[src/rtl/legv8_multicycle_ctrl.sv]
// Multi-cycle main control FSM for a LEGv8 datapath: sequences fetch, decode,
// execute, memory and write-back, stalls on mem_ready and traps on bad opcodes.
module legv8_multicycle_ctrl #(
    parameter int WAIT_MAX = 255
) (
    input  logic        clk,
    input  logic        reset,
    input  logic [10:0] inst31_21,
    input  logic        zero,
    input  logic        mem_ready,
    output logic        pc_write,
    output logic        ir_write,
    output logic        reg_write,
    output logic        mem_read,
    output logic        mem_write,
    output logic        iord,
    output logic        pc_src,
    output logic        alu_src,
    output logic        mem_to_reg,
    output logic        reg2loc,
    output logic [1:0]  ALUOp,
    output logic        illegal,
    output logic [3:0]  state_dbg
);

    typedef enum logic [3:0] {
        FETCH  = 4'd0,
        DECODE = 4'd1,
        R_EX   = 4'd2,
        I_EX   = 4'd3,
        ADDR   = 4'd4,
        MEM_RD = 4'd5,
        MEM_WR = 4'd6,
        WB_ALU = 4'd7,
        WB_LD  = 4'd8,
        B_EX   = 4'd9,
        CBZ_EX = 4'd10,
        TRAP   = 4'd11
    } state_t;

    localparam logic [10:0] OP_ADD  = 11'b10001011000;
    localparam logic [10:0] OP_SUB  = 11'b11001011000;
    localparam logic [10:0] OP_AND  = 11'b10001010000;
    localparam logic [10:0] OP_ORR  = 11'b10101010000;
    localparam logic [10:0] OP_LDUR = 11'b11111000010;
    localparam logic [10:0] OP_STUR = 11'b11111000000;

    state_t      state_q, state_d;
    logic [10:0] opcode_q, opcode_d;
    logic [7:0]  wait_cnt_q, wait_cnt_d;
    logic        illegal_q, illegal_d;

    logic [7:0]  wait_inc;
    logic        wait_expired;
    logic        is_stur;
    logic        is_cbz;

    function automatic state_t dispatch(input logic [10:0] op);
        state_t nxt;
        nxt = TRAP;
        if (op == OP_ADD || op == OP_SUB || op == OP_AND || op == OP_ORR)
            nxt = R_EX;
        else if (op[10:1] == 10'b1001000100)
            nxt = I_EX;
        else if (op == OP_LDUR || op == OP_STUR)
            nxt = ADDR;
        else if (op[10:5] == 6'b000101)
            nxt = B_EX;
        else if (op[10:3] == 8'b10110100)
            nxt = CBZ_EX;
        return nxt;
    endfunction

    assign is_stur      = (opcode_q == OP_STUR);
    assign is_cbz       = (opcode_q[10:3] == 8'b10110100);
    assign wait_inc     = wait_cnt_q + 8'd1;
    assign wait_expired = (WAIT_MAX != 0) && (wait_inc == 8'(WAIT_MAX));
    assign state_dbg    = state_q;

    always_comb begin
        state_d    = state_q;
        opcode_d   = opcode_q;
        wait_cnt_d = 8'd0;
        illegal_d  = illegal_q;
        pc_write   = 1'b0;
        ir_write   = 1'b0;
        reg_write  = 1'b0;
        mem_read   = 1'b0;
        mem_write  = 1'b0;
        iord       = 1'b0;
        pc_src     = 1'b0;
        alu_src    = 1'b0;
        mem_to_reg = 1'b0;
        reg2loc    = 1'b0;
        ALUOp      = 2'b00;
        illegal    = illegal_q;

        case (state_q)
            FETCH: begin
                mem_read = 1'b1;
                if (mem_ready) begin
                    ir_write = 1'b1;
                    pc_write = 1'b1;
                    opcode_d = inst31_21;
                    state_d  = DECODE;
                end else begin
                    wait_cnt_d = wait_inc;
                    if (wait_expired) state_d = TRAP;
                end
            end
            DECODE: begin
                reg2loc = is_stur | is_cbz;
                state_d = dispatch(opcode_q);
            end
            R_EX: begin
                ALUOp   = 2'b10;
                state_d = WB_ALU;
            end
            I_EX: begin
                alu_src = 1'b1;
                state_d = WB_ALU;
            end
            WB_ALU: begin
                reg_write = 1'b1;
                state_d   = FETCH;
            end
            ADDR: begin
                alu_src = 1'b1;
                reg2loc = is_stur;
                state_d = is_stur ? MEM_WR : MEM_RD;
            end
            MEM_RD: begin
                mem_read = 1'b1;
                iord     = 1'b1;
                if (mem_ready) begin
                    state_d = WB_LD;
                end else begin
                    wait_cnt_d = wait_inc;
                    if (wait_expired) state_d = TRAP;
                end
            end
            WB_LD: begin
                reg_write  = 1'b1;
                mem_to_reg = 1'b1;
                state_d    = FETCH;
            end
            MEM_WR: begin
                mem_write = 1'b1;
                iord      = 1'b1;
                reg2loc   = 1'b1;
                if (mem_ready) begin
                    state_d = FETCH;
                end else begin
                    wait_cnt_d = wait_inc;
                    if (wait_expired) state_d = TRAP;
                end
            end
            B_EX: begin
                pc_write = 1'b1;
                pc_src   = 1'b1;
                state_d  = FETCH;
            end
            CBZ_EX: begin
                ALUOp    = 2'b01;
                reg2loc  = 1'b1;
                pc_src   = 1'b1;
                pc_write = zero;
                state_d  = FETCH;
            end
            TRAP: begin
                state_d = TRAP;
            end
            default: begin
                state_d = TRAP;
            end
        endcase

        if (state_d == TRAP) illegal_d = 1'b1;

        // While reset is held the datapath sees a quiet FETCH with no handshake.
        if (reset) begin
            pc_write   = 1'b0;
            ir_write   = 1'b0;
            reg_write  = 1'b0;
            mem_read   = 1'b1;
            mem_write  = 1'b0;
            iord       = 1'b0;
            pc_src     = 1'b0;
            alu_src    = 1'b0;
            mem_to_reg = 1'b0;
            reg2loc    = 1'b0;
            ALUOp      = 2'b00;
            illegal    = 1'b0;
        end
    end

    always_ff @(posedge clk) begin
        if (reset) begin
            state_q    <= FETCH;
            opcode_q   <= 11'd0;
            wait_cnt_q <= 8'd0;
            illegal_q  <= 1'b0;
        end else begin
            state_q    <= state_d;
            opcode_q   <= opcode_d;
            wait_cnt_q <= wait_cnt_d;
            illegal_q  <= illegal_d;
        end
    end

endmodule

[config.mk]
export PLATFORM = sky130hd
export DESIGN_NAME = legv8_multicycle_ctrl
export DESIGN_NICKNAME = d
export VERILOG_FILES = /design/src/rtl/legv8_multicycle_ctrl.sv
export SDC_FILE = /design/constraint.sdc
export NUM_CORES = 1
export LEC_CHECK = 0
export CORE_AREA = 4 4 57 59
export CTS_CLUSTER_SIZE = 16
export DETAILED_ROUTE_END_ITERATION = 16
export DIE_AREA = 0 0 61 63
export PLACE_DENSITY = 0.86
export SLEW_MARGIN = 20
export SYNTH_ARGS = -nofsm -noshare
export SYNTH_HDL_FRONTEND = slang
export SYNTH_SLANG_ARGS = --single-unit
[constraint.sdc]
create_clock -name clk -period 5.9 [get_ports clk]
set_input_delay 1.77 -clock clk [delete_from_list [all_inputs] [get_ports clk]]
set_output_delay 1.77 -clock clk [all_outputs]
set_load 0.02 [all_outputs]
### Word-level counts from Yosys, hierarchy flattened

Index checks and enable logic that the tools add are counted.

* flip-flop bits (word level): 24
* input bits: 15
* output and inout port bits: 17
* logic and storage cells: 79

* add/subtract/negate cells: 1
* equality and inequality tests: 21
* muxes and demuxes: 35
* bitwise logic cells: 2
* reductions and logical operators: 16

Operators by type and width (number)
* $eq A11 B11 Y1 const B: 6
* $mux W4: 7
* $pmux W4 S7: 1
* $mux W1: 21
* $eq A4 B3 Y1 const B: 4
* $eq A4 B4 Y1 const B: 4
* $eq A8 B8 Y1 const B: 2
* $reduce_or A2 Y1: 7
* $eq A10 B10 Y1 const B: 1
* $add A8 B1 Y8 const B: 1
* $eq A4 B2 Y1 const B: 2
* $eq A6 B3 Y1 const B: 1
* $mux W2: 3
* $pmux W1 S3: 2
* $reduce_or A3 Y1: 2
* $eq A4 B1 Y1 const B: 1
* $logic_not A4 Y1: 1
* $logic_or A1 B1 Y1: 4
* $pmux W2 S2: 1
* $reduce_or A4 Y1: 1
* $reduce_and A2 Y1: 1
* $not A1 Y1: 1
* $or A1 B1 Y1: 1

### Depth between registers and ports, before layout

* depth after elaboration: 8
* depth in mapped cells: 8
* mapped depth without buffers: 7

### Worst setup path after synthesis

No wires, ideal clock.

* path kind: in2out
* from: input port reset
* to: output port mem_to_reg
* data arrival time: 2.758 ns
* data required time: 4.130 ns
* slack: 1.372 ns
* cell stages on the path: 3
* path buffers: 1
* cells stage by stage: clkbuf_1 > or3_1 > nor3_1

* cells in the longest elaborated chain, start to end: 1

RTL lines
* start, declared: RTL line 7 `input logic reset,`
* $mux W1: RTL line 181 `if (reset) begin`
* end, declared: RTL line 19 `output logic mem_to_reg,`

No other way between the ends.

### Worst setup path after layout

* from: input port mem_ready
* to: output port pc_write

* cells in the longest elaborated chain, start to end: 3

RTL lines
* start, declared: RTL line 10 `input logic mem_ready,`
* $mux W1: RTL line 101 `if (mem_ready) begin`
* $pmux W1 S3: RTL line 98 `case (state_q)`
* $mux W1: RTL line 181
* end, declared: RTL line 11 `output logic pc_write,`

No other way between the ends.

==> out/summary.txt <==
Status -> finished clean
Final setup vio count -> 0
Least-Margin Pin Slew -> 667 ps
Seq/Total Area, Yosys -> 0.334
Crit Path Max Fanout -> 10
GRT Total Usage -> 0.186
RR Endpoint -> illegal_q
Start point of the worst hold path -> illegal_q
CP peak stage delay -> 670 ps
Placement Setup Slack -> 587 ps
Worst clock skew -> 3.11 ps
Synth Instances -> 185
P per Cell Area -> 379 mW/mm^2
Ports -> 32
Fillers -> 243
Hold Slack -> 497 ps
CORE AREA -> 0.00271 sq mm
Setup Fix Bufs, Post-CTS -> 0
Required time worst endpoint -> 4130 ps
Leading area contributor after synthesis -> dfxtp_1
Initial antenna violation count -> 0
# diodes -> 0
Cell repeated most along the worst path -> clkdlybuf4s50_1
Vias per std cell -> 5.98
Fraction of layout cells with a size suffix above 1 -> 0.0526
Drt pass-1 iters -> 4
Critical R2R Launch -> state_dbg[2]
Die Wd -> 61 microns
Fin crit share -> 0.903
Initial core utilization -> 0.531
Max_cap viols -> 0
Post-CTS Hold Buffers -> 0
Worst setup path startpoint -> mem_ready
Num CTS Buffers -> 3
Crit. End Element -> primary output
Placed cell areas -> 0.00175 sq mm
Finished Layout Cells -> 240
Peak VDD IR -> 222 uV
Clock root buffer -> clkbuf_4
CP Cell Sequence -> clkdlybuf4s50_1, nand2_1, a21oi_1, a31oi_1, nor3_1, clkdlybuf4s50_1
Util after Layout -> 0.653
Average wire per standard cell -> 14.1 microns
Final Instance Area -> 0.00177 sq mm
Min-Delay Path Class -> reg2reg
Clk slew on worst S/H paths -> 110 ps
Flop-to-flop setup slack -> 3580 ps
1st-iter DRT viols -> 86
CTS sink count -> 24
Largest delay share family, worst path -> buffers and inverters
Routed WL -> 3390 microns
ANT nets after route -> 0
Pleak -> 0.683 nW
Crit-path slowest cell -> clkdlybuf4s50_1
Post-cts sizing count -> 0
First-pass GRT wire length -> 5750 microns
Worst skew pair latency -> 300 ps
Post-synth EDFFs -> 0
Yosys warnings -> 0
PortBufs -> 31
Top cell type's share of synthesized area -> 0.334
Area growth from synthesis to layout -> 22.8%
Worst setup SP type -> input pin
Synth async-reset ratio -> 0
H-tree Lvls -> 1
Tmin final -> 5330 ps
Syn Nets -> 202
Most used DFF post-synth -> dfxtp_1
Critical Path End -> pc_write
R2R depth -> 5
CTS Buffer Depth -> 2
Final net count -> 228
GPL Wtd Cong -> 0.904
Final WS setup -> 575 ps
Die ar. -> 0.00384 sq mm
Post-synthesis register bit count -> 24
Synth top area cells -> dfxtp_1 33%, mux2i_1 9.0%, nor2_1 8.9%, a21oi_1 3.8%, nor3_1 3.8%
Placed cell count -> 237
Vias -> 1435
Synth Cell Area -> 0.00144 sq mm
Post-route setup TNS -> 0 ps
Total grt overflow -> 0
Slew headroom -> 0.555
Final Max Tran Viols -> 0
Arrival @ worst endpoint -> 3560 ps
Syn_area_per_cell -> 7.78 sq um
RSZ-0062 raised after global routing -> no
Row count -> 19
Pwr Total -> 671 uW
Final hold vios -> 0
WP depth -> 6
Synth cell types -> 43
DP Wirelength -> 2570 microns
DRC errors left -> 0
Largest net degree at the start of global routing -> 29
Critical path type -> in2out
Die Y -> 63 microns
CP Buf/Inv Count -> 2
CTS tree -> done
Number of global-route vias before repair -> 1350
Max Clk Rate -> 0.188 GHz
flip-flops by register name, summed over array words and instances (netlist names):
register    flops
illegal_q       1
wait_cnt_q      8
state_dbg       4
opcode_q       11
area by class of cell:
cell class,count,area (sq um),share of cell area
repair buffers,33,325,0.184
well taps,31,38.8,0.0219
flip-flops and latches,24,480,0.272
clock buffers,3,22.5,0.0127
inverters,7,26.3,0.0149
multi-input cells,142,876,0.495
tightest hold or removal path: stages (launching register included):
cell	delay [ps]
dfxtp_1	320
inv_1	80
o32ai_2	70
synth_stat cells, types with 2 or more instances:
master	n
ha_1	2
clkbuf_1	6
nand4_1	3
mux2i_1	13
and3_1	2
or2_2	2
nor3_1	11
nand2_1	14
a31oi_1	2
o21ai_1	2
a21oi_1	11
inv_1	7
nor4bb_1	3
or3_1	3
nand2b_1	3
o22ai_1	2
nor2_1	34
xor2_1	5
nand3_1	5
dfxtp_1	24
nor2b_4	2
nor2b_1	3
o21ai_0	3
buf_2	4
where the power goes:
group	internal (mW)	total (mW)	switching, mW	leakage (nW)
combinational	0.160	0.338	0.179	0.474
sequential	0.194	0.266	0.0716	0.196
clock	0.0238	0.0674	0.0436	0.0138
total	0.377	0.671	0.294	0.683
routing by layer:
layer | wire, microns | part of all wire | track usage
met1 | 1450 | 0.43 | 0.240
met2 | 1630 | 0.48 | 0.299
met3 | 208 | 0.061 | 0.0227
met4 | 112 | 0.033 | 0.0840
met5 | 0 | 0 | 0
logic make-up (layout without fill, tap and decap cells):
kind of cell / Yosys count / count (layout) / synth area share
flops: 24 / 24 / 0.334
compound gates: 31 / 31 / 0.144
simple gates: 90 / 90 / 0.320
buf+inv: 19 / 43 / 0.0582
xor+xnor: 6 / 6 / 0.0365
mux: 13 / 13 / 0.0904
fa+ha+maj: 2 / 2 / 0.0174
worst min-delay path by stage:
stage / to / cells past startpoint
3_3_place_gp: wait_cnt_q[0] / 1
3_5_place_dp: illegal_q / 2
5_1_grt: illegal_q / 2
6_report: illegal_q / 2
2_1_floorplan: wait_cnt_q[0] / 1
4_1_cts: illegal_q / 2
cells in the final DEF (no fill, tap or decap), types with 3 or more instances in the layout:
| master | instances |
|---|---|
| o21ai_0 | 3 |
| or3_1 | 3 |
| nor4bb_1 | 3 |
| nand3_1 | 5 |
| nor2_1 | 34 |
| dfxtp_1 | 24 |
| inv_1 | 7 |
| nor2b_1 | 3 |
| mux2i_1 | 13 |
| clkbuf_4 | 3 |
| clkdlybuf4s50_1 | 31 |
| nand2_1 | 14 |
| xor2_1 | 5 |
| nand4_1 | 3 |
| a21oi_1 | 11 |
| nor3_1 | 11 |
| nand2b_1 | 3 |
No activity file was read; power rests on OpenSTA's default activity.
==> edit 1 (same flow settings) <==
Make the reset (`reset`) asynchronous in one clocked block.
--- a/src/rtl/legv8_multicycle_ctrl.sv
+++ b/src/rtl/legv8_multicycle_ctrl.sv
@@ -196,3 +196,3 @@
 
-    always_ff @(posedge clk) begin
+    always_ff @(posedge clk or posedge reset) begin
         if (reset) begin
Behaviour: differs if reset is asserted again (counterexample within 4 cycles, from zero or initial values and one cycle with reset high); with reset held inactive, the same outputs for 10 cycles.
==> edit 1 against the unedited design <==
Sequential cell count is the same; cell area grew 8.8%; area after synthesis grew 8.9%; worst setup slack better by 110 ps; fmax up 2.0%; wire length up 4.9%; highest routed layer unchanged.
Power is not compared: it rests on default switching activity, and its combinational part moved more than twofold at a synthesized area within 25%.
==> edit 1: results (changes against the unedited design) <==
Outcome: finished clean
Fraction of layout cells with a size suffix above 1: 12.8% (+7.5 points)
Post-Layout Cell Count: 227 (-5.4%)
Final period utilization: 88.4% (-1.8 points)
Post-synthesis cell type count: 51 (+19%)
Post-Syn Nets: 187 (-7.4%)
Critical path's largest stage delay: 640 ps (-30 ps)
Via count: 1429 (-0.42%)
Placed instance area: 1870 sq um (+7.2%)
Synthesized area per cell: 9.23 sq um (+19%)
Top FF cell, synth: dfrtp_1
Worst-path clk slew: 130 ps (+20 ps)
Post-synth ARST share: 100% (+100 points)
Multiplexer share of the synthesized area: 9.17% (+0.14 points)
Detail Placement HPWL: 2630 microns (+2.2%)
Area of the multi-input gates: 888 sq um (+1.4%)
Synth Area in Compound Gates: 13.8% (-0.63 points)
Top cells by count, synth: 24 x dfrtp_1, 21 x nor2_1, 11 x mux2_2, 11 x nand2_1, 11 x nand3_1
FF-to-FF setup slack: 3680 ps (+100 ps)
Gr usage total: 20.6% (+2.0 points)
Synth Area in Adders: 1.59% (-0.14 points)
Final wirelength: 3560 microns (+4.9%)
Fill count: 215 (-12%)
Pre-CTS setup slack: 709 ps (+122 ps)
Critical Path AT: 3450 ps (-110 ps)
RePlAce Congestion: 0.827 (-8.5%)
[edit 1: cell count changes after synthesis, moves of 3 or more]
cell     change
dfxtp_1     -24
nand3_1      +6
mux2i_1     -11
nor2_1      -13
mux2_2      +11
nand2_1      -3
o21a_1       +3
dfrtp_1     +24
o21ai_0      +4
a21oi_1      -7
nor3_1       -8
[edit 1: cells by family (layout without fill, tap and decap cells)]
logic type               count (synthesis)  after routing
adder cells (fa/ha/maj)                  2              2
flip-flops                              24             24
XOR/XNOR                                 8              8
multiplexers                            13             13
buffers and inverters                   16             42
AND/OR/NAND/NOR                         77             77
AO/OA/AOI/OAI                           30             30
[edit 1: metal layers]
layer  wire, microns  track usage, %  up-vias
met4              61            7.86        0
li1                -               -      665
met3             234            3.10       11
met1            1450            25.1      680
met2            1810            35.3       73
met5               0               0        -
[edit 1: final cells by class]
| type | instances | area share [%] |
|---|---|---|
| clock buffer | 3 | 1.17 |
| sequential | 24 | 31.2 |
| clock inverter | 1 | 1.56 |
| inverter | 5 | 0.975 |
| timing repair buffer | 33 | 16.9 |
| multi-input combinational | 130 | 46.2 |
| tap | 31 | 2.02 |
[edit 1: final timing paths]
path	start	endpoint	cells after the start
max	mem_ready	ir_write	5
min	illegal_q	illegal_q	1
max reg2reg	state_dbg[2]	illegal_q	5
min reg2reg	illegal_q	illegal_q	1
max in group asynchronous	reset	wait_cnt_q[7]	3
min in group asynchronous	reset	opcode_q[8]	3
[edit 1: power by group through the flow]
stage | Sequential (W) | Combinational [W] | Clock [W]
floorplan | 0.000168 | 0.00000597 | 0
global placement | 0.000168 | 0.0000176 | 0
detailed placement | 0.000168 | 0.0000181 | 0
CTS | 0.000164 | 0.0000181 | 0.000120
global route | 0.000165 | 0.0000195 | 0.000127
finish | 0.000164 | 0.0000178 | 0.000119
==> edit 2 (same settings) <==
Made on the original files. The parameter `WAIT_MAX` goes from 255 to 128.
--- a/src/rtl/legv8_multicycle_ctrl.sv
+++ b/src/rtl/legv8_multicycle_ctrl.sv
@@ -3,3 +3,3 @@
 module legv8_multicycle_ctrl #(
-    parameter int WAIT_MAX = 255
+    parameter int WAIT_MAX = 128
 ) (
Function: same outputs for any inputs over 10 cycles, from zero or initial values and one cycle with reset high; that may be too few to reach the edited logic, so the function may still have changed.
==> edit 2 against the unedited design <==
Critical path depth is 2 lower; cell area up 1.8%; clock skew shrank 1.8 ps; power up 6.1%; synthesized cell count grew 5.9%; non-clock buffer count is the same; worst setup slack improved by 110 ps; die area is the same; wire length decreased by 2.5%; area after synthesis decreased by 0.43%; sequential cell count did not move; cell count rose by 5.0%; clock power grew 72%; sequential share of layout area is 0.49 points lower; critical path type unchanged.
==> edit 2: results (changes against the unedited design) <==
Met3 GRT Util: 2.69% (+0.41 points)
FF-to-FF setup slack: 3550 ps (-30 ps)
Synthesized area per cell: 7.32 sq um (-6.0%)
Post-Layout Cell Count: 252 (+5.0%)
Leading post-synthesis cells by cell area: dfxtp_1 34%, nand2_1 7.9%, a21oi_1 6.3%, nor2_1 5.8%, nor2b_1 4.8%
Via count: 1451 (+1.1%)
Top cells by count, synth: 30 x nand2_1, 24 x dfxtp_1, 22 x nor2_1
Crit Path Max Fanout: 19 (+9)
Pleak: 0.607 nW (-11%)
Gr usage total: 17.9% (-0.67 points)
First-pass GRT wire length: 5500 microns (-4.4%)
Fill count: 246 (+1.2%)
Clk_skew: 1.29 ps (-1.82 ps)
Worst skew pair latency: 300 ps (about the same)
WHS Endpoint: opcode_q[0]
Worst hold path type: flip-flop to flip-flop
Largest net degree at the start of global routing: 23 (-21%)
Share of the yosys chip area belonging to registers: 33.5% (+0.15 points)
RePlAce Congestion: 0.823 (-9.0%)
Critical Path AT: 3440 ps (-120 ps)
Outcome: finished clean
Final wirelength: 3310 microns (-2.5%)
Detail Placement HPWL: 2400 microns (-6.5%)
Fraction of layout cells with a size suffix above 1: 6.79% (+1.5 points)
Hold path start: opcode_q[0]
Hold Worst Slack: 474 ps (-22.9 ps)
Slew @ Worst Pin: 744 ps (+76.6 ps)
Met1 GRT Util: 22.7% (-1.3 points)
Post-synth ARST share: 0% (unchanged)
M2 GR Usage: 30.6% (+0.67 points)
Final #Nets: 238 (+4.4%)
Top reg by flops: opcode_q
Post-Syn Nets: 212 (+5.0%)
Starting DRC count in detailed routing: 49 (-43%)
Post-synthesis cell type count: 44 (+2.3%)
Worst flop-to-flop path startpoint: state_dbg[0]
Ant diodes: 0 (unchanged)
Critical path's largest stage delay: 620 ps (-50 ps)
Max VDD drop: 240 uV (+8.2%)
edit 2: metrics by stage:
stage	area [sq um]	total power, W	setup slack (ps)
floorplan	1430	0.000489	1440
global placement	1750	0.000593	711
detailed placement	1750	0.000596	710
CTS	1800	0.000714	693
global route	1800	0.000766	617
finish	1800	0.000712	686
edit 2: power by group:
group | leakage, nW | switching (W) | internal, W
Sequential | 0.196 | 0.0000638 | 0.000193
Clock | 0.0279 | 0.0000469 | 0.0000686
Combinational | 0.384 | 0.000184 | 0.000155
edit 2: worst reg2reg max path, stage by stage (launching register included):
cell	delay, ps
dfxtp_1	610
nor2b_1	550
a21oi_1	130
or4_1	600
o221ai_2	230
a31o_1	170
edit 2: kinds of logic after synthesis:
group	share of synthesized area [%]
AO/OA/AOI/OAI	19.5
XOR/XNOR	3.66
adder cells (fa/ha/maj)	0.872
buffers and inverters	5.24
flip-flops	33.5
multiplexers	0.698
AND/OR/NAND/NOR	36.6
edit 2: how the worst max path moves through the flow:
| stage | startpoint | end | depth (start not counted) | slack [ps] |
|---|---|---|---|---|
| 2_1_floorplan | reset | ALUOp[0] | 3 | 1440 |
| 3_3_place_gp | reset | ir_write | 4 | 710 |
| 3_5_place_dp | reset | ir_write | 4 | 710 |
| 4_1_cts | reset | ir_write | 4 | 690 |
| 5_1_grt | reset | ir_write | 4 | 620 |
| 6_report | reset | ir_write | 4 | 690 |
edit 2: per-layer routing:
| layer | share of wire (%) | wire length [microns] |
|---|---|---|
| met1 | 45 | 1480 |
| met2 | 48 | 1590 |
| met3 | 6.4 | 211 |
| met4 | 0.73 | 24 |
| met5 | 0 | 0 |
edit 2: final cells by class:
type / instances / area (sq um) / share of cell area (%)
sequential: 24 / 480 / 26.7
tap: 31 / 38.8 / 2.15
timing repair buffer: 33 / 325 / 18.1
inverter: 7 / 26.3 / 1.46
clock inverter: 1 / 30.0 / 1.67
multi-input combinational: 153 / 878 / 48.7
clock buffer: 3 / 22.5 / 1.25
